### config.mk
export PLATFORM = sky130hd
export DESIGN_NAME = apb_slave_mem
export DESIGN_NICKNAME = d
export VERILOG_FILES = /design/src/rtl/apb_slave_mem.sv
export SDC_FILE = /design/constraint.sdc
export NUM_CORES = 1
export LEC_CHECK = 0
export BUFFER_PORTS_ARGS = -buffer_cell sky130_fd_sc_hd__buf_4
export CAP_MARGIN = 40
export CORE_MARGIN = 8
export CORE_UTILIZATION = 50
export DETAILED_ROUTE_END_ITERATION = 7
export GPL_TIMING_DRIVEN = 0
export PLACE_DENSITY_LB_ADDON = 0.08
export SETUP_SLACK_MARGIN = 0.5
export SYNTH_ARGS = -nofsm -noshare
export SYNTH_HDL_FRONTEND = slang
export SYNTH_SLANG_ARGS = --single-unit
### constraint.sdc
create_clock -name clk -period 5.6 [get_ports clk]
set_input_delay 1.12 -clock clk [delete_from_list [all_inputs] [get_ports clk]]
set_output_delay 1.12 -clock clk [all_outputs]
set_load 0.1 [all_outputs]
### src/rtl/apb_slave_mem.sv
// apb_slave_mem: APB slave with byte-strobed word storage and programmable wait states
//   clk     - clock, rising edge
//   rst     - synchronous active-high reset
//   sel     - APB select
//   enable  - APB enable (access phase)
//   write   - 1 = write, 0 = read
//   strobe  - byte write strobes, sampled in the access phase
//   addr    - word address
//   wdata   - write data
//   rdata   - read data, non-zero only in the ready cycle of an in-range read
//   ready   - transfer complete
//   slverr  - error response for out-of-range addresses, only with ready
module apb_slave_mem #(
   parameter int ADDR_WIDTH  = 8,
   parameter int DATA_WIDTH  = 32,
   parameter int DEPTH       = 16,
   parameter int WAIT_CYCLES = 2
) (
   input  logic                    clk,
   input  logic                    rst,
   input  logic                    sel,
   input  logic                    enable,
   input  logic                    write,
   input  logic [DATA_WIDTH/8-1:0] strobe,
   input  logic [ADDR_WIDTH-1:0]   addr,
   input  logic [DATA_WIDTH-1:0]   wdata,
   output logic [DATA_WIDTH-1:0]   rdata,
   output logic                    ready,
   output logic                    slverr
);
   localparam int CW = WAIT_CYCLES > 0 ? $clog2(WAIT_CYCLES + 1) : 1;
   localparam int IW = DEPTH > 1 ? $clog2(DEPTH) : 1;
   typedef enum logic [1:0] {IDLE, ACCESS, DONE} state_t;
   state_t                  state_q, state_d;
   logic [CW-1:0]           cnt_q, cnt_d;
   logic [ADDR_WIDTH-1:0]   addr_q, addr_d;
   logic                    write_q, write_d;
   logic [DATA_WIDTH-1:0]   wdata_q, wdata_d;
   logic [DATA_WIDTH-1:0]   mem_q [DEPTH];
   logic [DATA_WIDTH-1:0]   mem_d [DEPTH];
   logic [IW-1:0]           idx;
   logic                    in_range;
   assign idx      = addr_q[IW-1:0];
   assign in_range = 32'(addr_q) < 32'(DEPTH);
   // ready is combinational in the last access cycle; gated by rst so reset forces it low
   assign ready  = ~rst & (state_q == ACCESS) & sel & enable & (cnt_q == '0);
   assign slverr = ready & ~in_range;
   assign rdata  = (ready && !write_q && in_range) ? mem_q[idx] : '0;
   always_comb begin
      state_d = state_q;
      cnt_d   = cnt_q;
      addr_d  = addr_q;
      write_d = write_q;
      wdata_d = wdata_q;
      mem_d   = mem_q;
      if (state_q == ACCESS) begin
         if (!sel) state_d = IDLE;
         else if (enable) begin
            if (cnt_q != '0) cnt_d = cnt_q - CW'(1);
            else begin
               state_d = DONE;
               if (write_q && in_range)
                  for (int i = 0; i < DATA_WIDTH/8; i++)
                     if (strobe[i]) mem_d[idx][8*i +: 8] = wdata_q[8*i +: 8];
            end
         end
      end else if (sel && !enable) begin
         // DONE decodes exactly like IDLE so back-to-back setups need no gap
         state_d = ACCESS;
         cnt_d   = CW'(WAIT_CYCLES);
         addr_d  = addr;
         write_d = write;
         wdata_d = wdata;
      end else state_d = IDLE;
   end
   always_ff @(posedge clk) begin
      if (rst) begin
         state_q <= IDLE;
         cnt_q   <= '0;
         addr_q  <= '0;
         write_q <= 1'b0;
         wdata_q <= '0;
         mem_q   <= '{default: '0};
      end else begin
         state_q <= state_d;
         cnt_q   <= cnt_d;
         addr_q  <= addr_d;
         write_q <= write_d;
         wdata_q <= wdata_d;
         mem_q   <= mem_d;
      end
   end
endmodule

==> results of run 1 <==
cells in the final DEF (no fill, tap or decap), types with 3 or more instances in the layout:
master | synthesis | routed
mux2i_1 | 636 | 636
dfxtp_1 | 557 | 557
nand2b_1 | 550 | 550
clkbuf_1 | 165 | 182
nand2_1 | 117 | 117
buf_4 | 4 | 85
mux4_2 | 62 | 62
a22oi_1 | 62 | 62
clkbuf_16 | 0 | 61
nand2_2 | 48 | 48
a21oi_1 | 43 | 43
buf_2 | 36 | 37
nor3_1 | 35 | 35
o22ai_1 | 34 | 34
clkbuf_8 | 0 | 20
nor3_4 | 15 | 15
nand2_4 | 12 | 12
mux2_2 | 8 | 8
and3_1 | 7 | 7
buf_1 | 7 | 7
clkinv_2 | 0 | 6
and2_1 | 4 | 4
inv_1 | 3 | 3
nor3b_1 | 3 | 3
or2_2 | 3 | 3
and3b_1 | 3 | 3
o21ai_0 | 3 | 3
nor2_1 | 3 | 3
buf_8 | 0 | 3
registers in the layout, indices dropped and copies added, names as in the netlist:
register	flops
mem_q	512
addr_q	8
state_q	2
write_q	1
wdata_q	32
cnt_q	2
path summary, 6_finish.rpt:
check,depth (start not counted),end,slack [ns],startpoint
hold / removal,2,wdata_q[7],0.46,wdata_q[7]
hold reg to reg,2,wdata_q[7],0.46,wdata_q[7]
setup reg to reg,8,mem_q[213],3.10,cnt_q[0]
setup / recovery,9,rdata[1],0.72,addr_q[1]
worst max-delay path: cells and delay by family, from the launching register on:
kind	cells	cell delay, ns
simple gates	2	0.58
compound gates	1	0.17
flops	1	0.30
mux	1	0.15
buf+inv	5	1.92
through the flow:
step / std cells / util, %
global placement: 3196 / 53.2
global route: 3308 / 57.1
floorplan: 2435 / -
finish: 3310 / 57.1
detailed placement: 3201 / 53.3
CTS: 3308 / 57.1
per-layer routing:
layer  vias up  track usage [%]  part of all wire (%)
met5         -                0                     0
met4         0             13.7                   5.5
met3       196             3.21                   5.2
met2       598             43.0                    46
met1      9370             34.5                    43
li1       8716                -                     -
area by class of cell:
class                   count  area [um^2]  share of cell area (%)
repair buffers             86          669                    2.29
flip-flops and latches    557        11200                    38.1
clock buffers              98         1870                    6.38
multi-input cells        1662        13800                    47.0
clock inverters             9         76.3                   0.261
diodes                      2         5.00                  0.0171
well taps                 680          851                    2.91
inverters                   3         11.3                  0.0385
plain buffers             213          867                    2.96
cells by family after synthesis:
| kind of cell | after synthesis | synth area share, % |
|---|---|---|
| buffers and inverters | 216 | 3.41 |
| DFF | 557 | 43.2 |
| and+or+nand+nor | 810 | 19.2 |
| AOI/OAI and AO/OA | 145 | 3.62 |
| muxes | 706 | 30.5 |
| adders and majority gates | 1 | 0.0485 |
power by group through the flow:
stage | clock [W] | sequential, W | combinational, W
3_3_place_gp | 0 | 0.00407 | 0.000472
4_1_cts | 0.00397 | 0.00398 | 0.000480
6_report | 0.00393 | 0.00398 | 0.000483
5_1_grt | 0.00414 | 0.00398 | 0.000504
2_1_floorplan | 0 | 0.00407 | 0.000287
3_5_place_dp | 0 | 0.00407 | 0.000479
==> results.py, run 1 <==
metrics = {
    "detailed_routing": {
        "routed_wl_um": 80400,
        "drt-initial-drc-count": 1203,
        "drt_first_pass_iters": 5,
        "routedWlPerCell_um": 24.3,
        "num_vias": 18880,
        "antenna_left": 0,
        "drc": 0,
        "viasPerCell": 5.70,
    },
    "synth": {
        "yosys_warnings": 0,
        "synth_top_area_share_pct": 43.2,
        "synth_seq_cells": 557,
        "synth_edf_count": 0,
        "synthFlopType": "dfxtp_1",
        "synth_cell_types": 37,
        "synth-async-reset-ratio_pct": 0,
        "syn_nets": 2485,
        "syn_area_um2": 25800,
        "yosysSeqAreaShare_pct": 43.2,
        "synth_area_per_cell_um2": 10.6,
        "yosysMostFrequentCell": "mux2i_1",
        "syn_inst": 2435,
        "synth_area_leader_cell": "dfxtp_1",
        "synth_common_cells": "mux2i_1 (636), dfxtp_1 (557), nand2b_1 (550)",
        "synthTopCellsByArea": "dfxtp_1 (43%), mux2i_1 (25%), nand2b_1 (13%), mux4_2 (5.4%), clkbuf_1 (2.4%)",
    },
    "timing": {
        "fmaxAchievable_ghz": 0.205,
        "skew_ns": 0.0187,
        "period_minus_slack_ns": 4.88,
        "maxSlewHeadroom_pct": 38.6,
        "setup_viol": 0,
        "rsz0062_at_grt": "false",
        "hold_ws_ns": 0.455,
        "timing.final.ws_setup_ns": 0.716,
        "tightest_slew_ns": 0.922,
        "setup_tns_ns": 0,
        "finalMaxSlewViolations": 0,
        "period_share_pct": 87.2,
        "hold_violations": 0,
    },
    "clocking": {
        "htree_levels": 2,
        "cts_resized": 0,
        "post_cts_buffers": 0,
        "cts_root_buf": "clkbuf_16",
        "clk_pin_slew_ns": 0.06,
        "clk_latency_ns": 0.62,
        "cts.sinks": 557,
        "holdBufCountCts": 0,
        "cts_buffers": 59,
        "clockBufferDepth": 3,
        "cts_tree": "done",
    },
    "die": {
        "die_area_um2": 59100,
        "io_pins": 83,
        "placementRows": 83,
        "floorplan.die.height_um": 243,
        "initial_core_util_pct": 50.4,
        "coreArea_um2": 51200,
        "die_w_um": 243,
    },
    "place": {
        "hpwl_um": 57200,
        "dpl_worst_slack_ns": 1.05,
        "io_buffers": 81,
        "dpl_cell_area_um2": 27300,
        "gp_congestion": 0.861,
    },
    "grt": {
        "grt_use_total_pct": 26.5,
        "grt_overflow_total": 0,
        "grt_max_degree": 15,
        "grt_pass1_vias": 19481,
        "antenna_found_initial": 1,
        "grt_pass1_wl_um": 121000,
    },
    "flow_run": {
        "max_cap_violations": 0,
    },
    "power_and_ir_drop": {
        "power.density_nw_per_um2": 287,
        "p_seq_share_pct": 47.5,
        "ir_drop_uv": 262,
        "p_total_w": 0.00839,
        "swShare_pct": 23.2,
        "switchingPower_w": 0.00195,
        "pwr-share-comb_pct": 5.7,
        "internal_power_w": 0.00645,
        "total_leakage_power_nw": 13.2,
        "clkPwrFrac_pct": 46.8,
    },
    "cells_and_area": {
        "syn_to_final_growth_pct": 13.5,
        "finalInstanceArea_um2": 29300,
        "fillers": 4386,
        "nets": 2632,
        "layout-drive-gt1-share_pct": 14.0,
    },
    "worst_setup_path": {
        "crit_path_end_kind": "output port",
        "cp-start-kind": "flop",
        "critPathMaxFanout": 10,
        "critPathRequiredTime_ns": 4.48,
        "worstPathArrival_ns": 3.76,
        "path_class": "flop to output port",
        "path_cells": "buf_2, buf_2, buf_2, buf_2, mux2i_1, a22oi_1, nand2_1, nor3_1, buf_4",
        "path_common_cell": "buf_2",
        "max_stage_delay_ns": 0.51,
        "cp_slowest_cell": "buf_2",
    },
    "hold_path": {
        "hold_class": "flop to flop",
    },
    "status": {
        "status": "finished, final reports clean",
    },
}
No activity file was read; power rests on OpenSTA's default activity.
==> run 2: changes to the inputs <==
- CORE_MARGIN: 8 -> not set
==> results.py, run 2 (synthesis gave the netlist of run 1 again) <==
metrics = {
    "status": {
        "status": "finished, final reports clean",
    },
    "cells_and_area": {
        "final_common_cell": "mux2i_1",
        "largest-register": "mem_q",
        "final_cell_mix": "mux2i_1 (636), dfxtp_1 (557), nand2b_1 (550)",
        "multi_input_area_um2": 13800,
        "reg.largest.list": "mem_q (512), wdata_q (32), addr_q (8)",
        "antenna_cells": 0,
        "syn_to_final_growth_pct": 13.8,
        "layout-drive-gt1-share_pct": 14.3,
        "largest_register_ffs": 512,
        "fillers": 4355,
        "regArea_um2": 11200,
        "nets": 2634,
    },
    "detailed_routing": {
        "antenna_left": 0,
        "routed_wl_um": 80500,
        "routedWlPerCell_um": 24.4,
        "num_vias": 18810,
        "drt_first_pass_iters": 7,
        "drc": 0,
        "viasPerCell": 5.69,
        "drt-initial-drc-count": 1281,
    },
    "worst_setup_path": {
        "path_class": "flop to output port",
        "crit_path_end_kind": "output port",
        "critPathMaxFanout": 10,
        "critPathRequiredTime_ns": 4.48,
        "worstPathArrival_ns": 3.67,
        "cp-start-kind": "flop",
    },
    "hold_path": {
        "hold_class": "flop to flop",
    },
    "clocking": {
        "cts.sinks": 557,
        "clk_pin_slew_ns": 0.06,
        "holdBufCountCts": 0,
        "post_cts_buffers": 0,
        "cts_tree": "done",
        "clockBufferDepth": 3,
        "cts_resized": 0,
        "htree_levels": 2,
        "clk_latency_ns": 0.62,
        "cts_root_buf": "clkbuf_16",
        "cts_buffers": 59,
    },
    "die": {
        "placementRows": 82,
        "die_area_um2": 52500,
        "io_pins": 83,
        "floorplan.die.height_um": 229,
        "initial_core_util_pct": 51.1,
        "die_w_um": 229,
        "coreArea_um2": 50500,
    },
    "place": {
        "io_buffers": 81,
        "gp_congestion": 0.858,
        "hpwl_um": 56600,
    },
    "grt": {
        "grt_pass1_vias": 19510,
        "antenna_found_initial": 4,
        "grt_max_degree": 15,
        "grt_pass1_wl_um": 122000,
        "grt_overflow_total": 0,
        "grt_use_total_pct": 30.8,
    },
    "timing": {
        "rsz0062_at_grt": "false",
        "hold_ws_ns": 0.457,
        "period_share_pct": 85.6,
        "finalMaxSlewViolations": 0,
        "hold_violations": 0,
        "period_minus_slack_ns": 4.79,
        "tightest_slew_ns": 0.998,
        "maxSlewHeadroom_pct": 33.5,
        "fmaxAchievable_ghz": 0.209,
        "setup_viol": 0,
        "skew_ns": 0.0110,
        "setup_tns_ns": 0,
    },
    "power_and_ir_drop": {
        "total_leakage_power_nw": 13.2,
        "power.density_nw_per_um2": 291,
        "ir_drop_uv": 225,
    },
    "flow_run": {
        "max_cap_violations": 0,
    },
}
run 2: changes by cell type in the layout (fill, tap and decap cells not counted):
cell / delta
clkinv_2: +7
bufinv_16: +4
clkinvlp_4: +1
clkbuf_8: -5
buf_6: +2
clkbuf_1: -5
diode_2: -2
run 2: final timing paths:
path	startpoint	cells after the start	end	slack, ns
min	wdata_q[5]	2	wdata_q[5]	0.46
max	addr_q[1]	9	rdata[29]	0.81
max reg2reg	cnt_q[0]	8	mem_q[213]	3.14
min reg2reg	wdata_q[5]	2	wdata_q[5]	0.46
run 2: final cells by class:
| type | instances | area share [%] |
|---|---|---|
| multi-input cells | 1662 | 46.9 |
| flip-flops and latches | 557 | 38.0 |
| clock buffers | 88 | 6.06 |
| plain buffers | 213 | 2.96 |
| well taps | 672 | 2.87 |
| repair buffers | 88 | 2.36 |
| clock inverters | 21 | 0.815 |
| inverters | 3 | 0.0384 |
run 2: routing by layer:
layer,routed length [um],global-route usage (%),up-vias
li1,-,-,8706
met1,35600,39.9,9404
met2,37400,50.7,521
met3,3890,4.36,173
met4,3610,14.1,6
met5,38,0,-
run 2: report_power, final:
part | switching [W] | internal (W)
Clock | 0.00165 | 0.00241
Sequential | 0.00000798 | 0.00398
Combinational | 0.000315 | 0.000176
Total | 0.00197 | 0.00657
run 2: critical path, cell delays in order (launching register included):
cell     delay, ns
dfxtp_1       0.31
buf_2         0.18
buf_2         0.41
buf_2         0.41
buf_2         0.42
mux2i_1       0.16
a22oi_1       0.26
nand2_1       0.09
nor3_1        0.41
buf_4         0.39
run 2: metrics by stage:
step           power (W)  setup slack (ns)  cell area (um^2)  utilization (%)  cells
2_1_floorplan    0.00436             0.511             25800                -   2435
3_3_place_gp     0.00454              1.10             27200             54.0   3188
3_5_place_dp     0.00455              1.13             27300             54.1   3193
4_1_cts          0.00857             0.817             29300             58.1   3302
5_1_grt          0.00877             0.761             29300             58.1   3304
6_report         0.00854             0.807             29300             58.1   3304
==> run 3: changes to the inputs <==
- CORE_UTILIZATION: 50 -> 45
==> results.py, run 3 (synthesis gave the netlist of run 1 again) <==
metrics = {
    "cells_and_area": {
        "largest_register_ffs": 512,
        "syn_to_final_growth_pct": 14.3,
        "layout-drive-gt1-share_pct": 14.2,
        "largest-register": "mem_q",
        "fillers": 5066,
        "reg.largest.list": "mem_q (512), wdata_q (32), addr_q (8)",
        "final_cell_mix": "mux2i_1 (636), dfxtp_1 (557), nand2b_1 (550)",
        "layout.cells.non_filler": 3389,
        "antenna_cells": 0,
        "final_common_cell": "mux2i_1",
        "nets": 2637,
    },
    "timing": {
        "fmaxAchievable_ghz": 0.202,
        "skew_ns": 0.0106,
        "tightest_slew_ns": 0.943,
        "finalMaxSlewViolations": 0,
        "setup_viol": 0,
        "setup_tns_ns": 0,
        "period_minus_slack_ns": 4.96,
        "hold_violations": 0,
        "rsz0062_at_grt": "false",
        "maxSlewHeadroom_pct": 37.1,
        "period_share_pct": 88.5,
    },
    "detailed_routing": {
        "drt_first_pass_iters": 5,
        "routed_wl_um": 82100,
        "viasPerCell": 5.52,
        "antenna_left": 0,
        "num_vias": 18720,
        "routedWlPerCell_um": 24.2,
        "drc": 0,
        "drt-initial-drc-count": 1104,
    },
    "worst_setup_path": {
        "critPathMaxFanout": 10,
        "critPathRequiredTime_ns": 4.48,
        "worstPathArrival_ns": 3.84,
        "cp-start-kind": "flop",
        "path_class": "flop to output port",
        "crit_path_end_kind": "output port",
    },
    "place": {
        "gp_congestion": 0.870,
        "io_buffers": 81,
        "dpl.cell_count": 3280,
        "hpwl_um": 58600,
    },
    "grt": {
        "grt_use_total_pct": 28.3,
        "grt_overflow_total": 0,
        "antenna_found_initial": 4,
        "grt_pass1_wl_um": 121000,
        "grt_pass1_vias": 19144,
        "grt_max_degree": 15,
    },
    "clocking": {
        "htree_levels": 2,
        "cts_root_buf": "clkbuf_16",
        "cts_buffers": 61,
        "holdBufCountCts": 0,
        "cts_tree": "done",
        "clockBufferDepth": 3,
        "cts.sinks": 557,
        "clk_pin_slew_ns": 0.06,
        "cts_resized": 0,
        "clk_latency_ns": 0.62,
        "post_cts_buffers": 0,
    },
    "die": {
        "placementRows": 87,
        "initial_core_util_pct": 45.6,
        "die_w_um": 241,
        "io_pins": 83,
        "die_area_um2": 58300,
        "floorplan.die.height_um": 241,
        "coreArea_um2": 56500,
    },
    "power_and_ir_drop": {
        "ir_drop_uv": 256,
        "power.density_nw_per_um2": 291,
        "total_leakage_power_nw": 13.3,
    },
    "status": {
        "status": "finished, final reports clean",
    },
    "hold_path": {
        "hold_class": "flop to flop",
    },
    "flow_run": {
        "max_cap_violations": 0,
    },
}
[run 3: cell count changes in the layout (fill, tap and decap cells not counted), sizes merged]
cell	delta
buf	+1
clkbuf	+7
clkinv	-5
clkinvlp	-1
inv	-1
[run 3: worst paths after layout]
check | startpoint | to | slack, ns | cells after the start
max | addr_q[1] | rdata[0] | 0.64 | 9
min | cnt_q[1] | cnt_q[1] | 0.45 | 2
max reg2reg | cnt_q[0] | mem_q[209] | 3.08 | 8
min reg2reg | cnt_q[1] | cnt_q[1] | 0.45 | 2
[run 3: layer usage]
layer / wire (um) / GRT usage (%)
met1: 36600 / 36.9
met2: 38700 / 46.9
met3: 3400 / 3.86
met5: 13 / 0
met4: 3360 / 12.1
[run 3: area by class of cell]
| class | instances | area (um^2) | area share (%) |
|---|---|---|---|
| Tap cell | 756 | 946 | 3.21 |
| Inverter | 3 | 11.3 | 0.0382 |
| Timing Repair Buffer | 89 | 703 | 2.39 |
| Buffer | 213 | 867 | 2.94 |
| Clock buffer | 95 | 1830 | 6.22 |
| Clock inverter | 14 | 198 | 0.671 |
| Multi-Input combinational cell | 1662 | 13800 | 46.7 |
| Sequential cell | 557 | 11200 | 37.8 |
[run 3: where the power goes]
group	switching (W)	internal [W]
logic	0.000315	0.000176
clock network	0.00165	0.00246
registers	0.00000821	0.00398
[run 3: worst max-delay path, stage by stage (launching register included)]
cell and delay, ns:
dfxtp_1 0.31, buf_2 0.19, buf_2 0.40, buf_2 0.41, buf_2 0.53, mux2i_1 0.16
a22oi_1 0.17, nand2_1 0.10, nor3_1 0.52, buf_4 0.41
[run 3: metrics by stage]
stage	util (%)	hold slack [ns]	worst slack, ns	cell area (um^2)	power [W]
floorplan	-	0.431	0.511	25800	0.00436
global placement	48.4	0.443	0.941	27300	0.00455
detailed placement	48.6	0.449	0.902	27400	0.00456
CTS	52.2	0.457	0.671	29500	0.00864
global route	52.2	0.480	0.631	29500	0.00883
finish	52.2	0.454	0.643	29500	0.00858
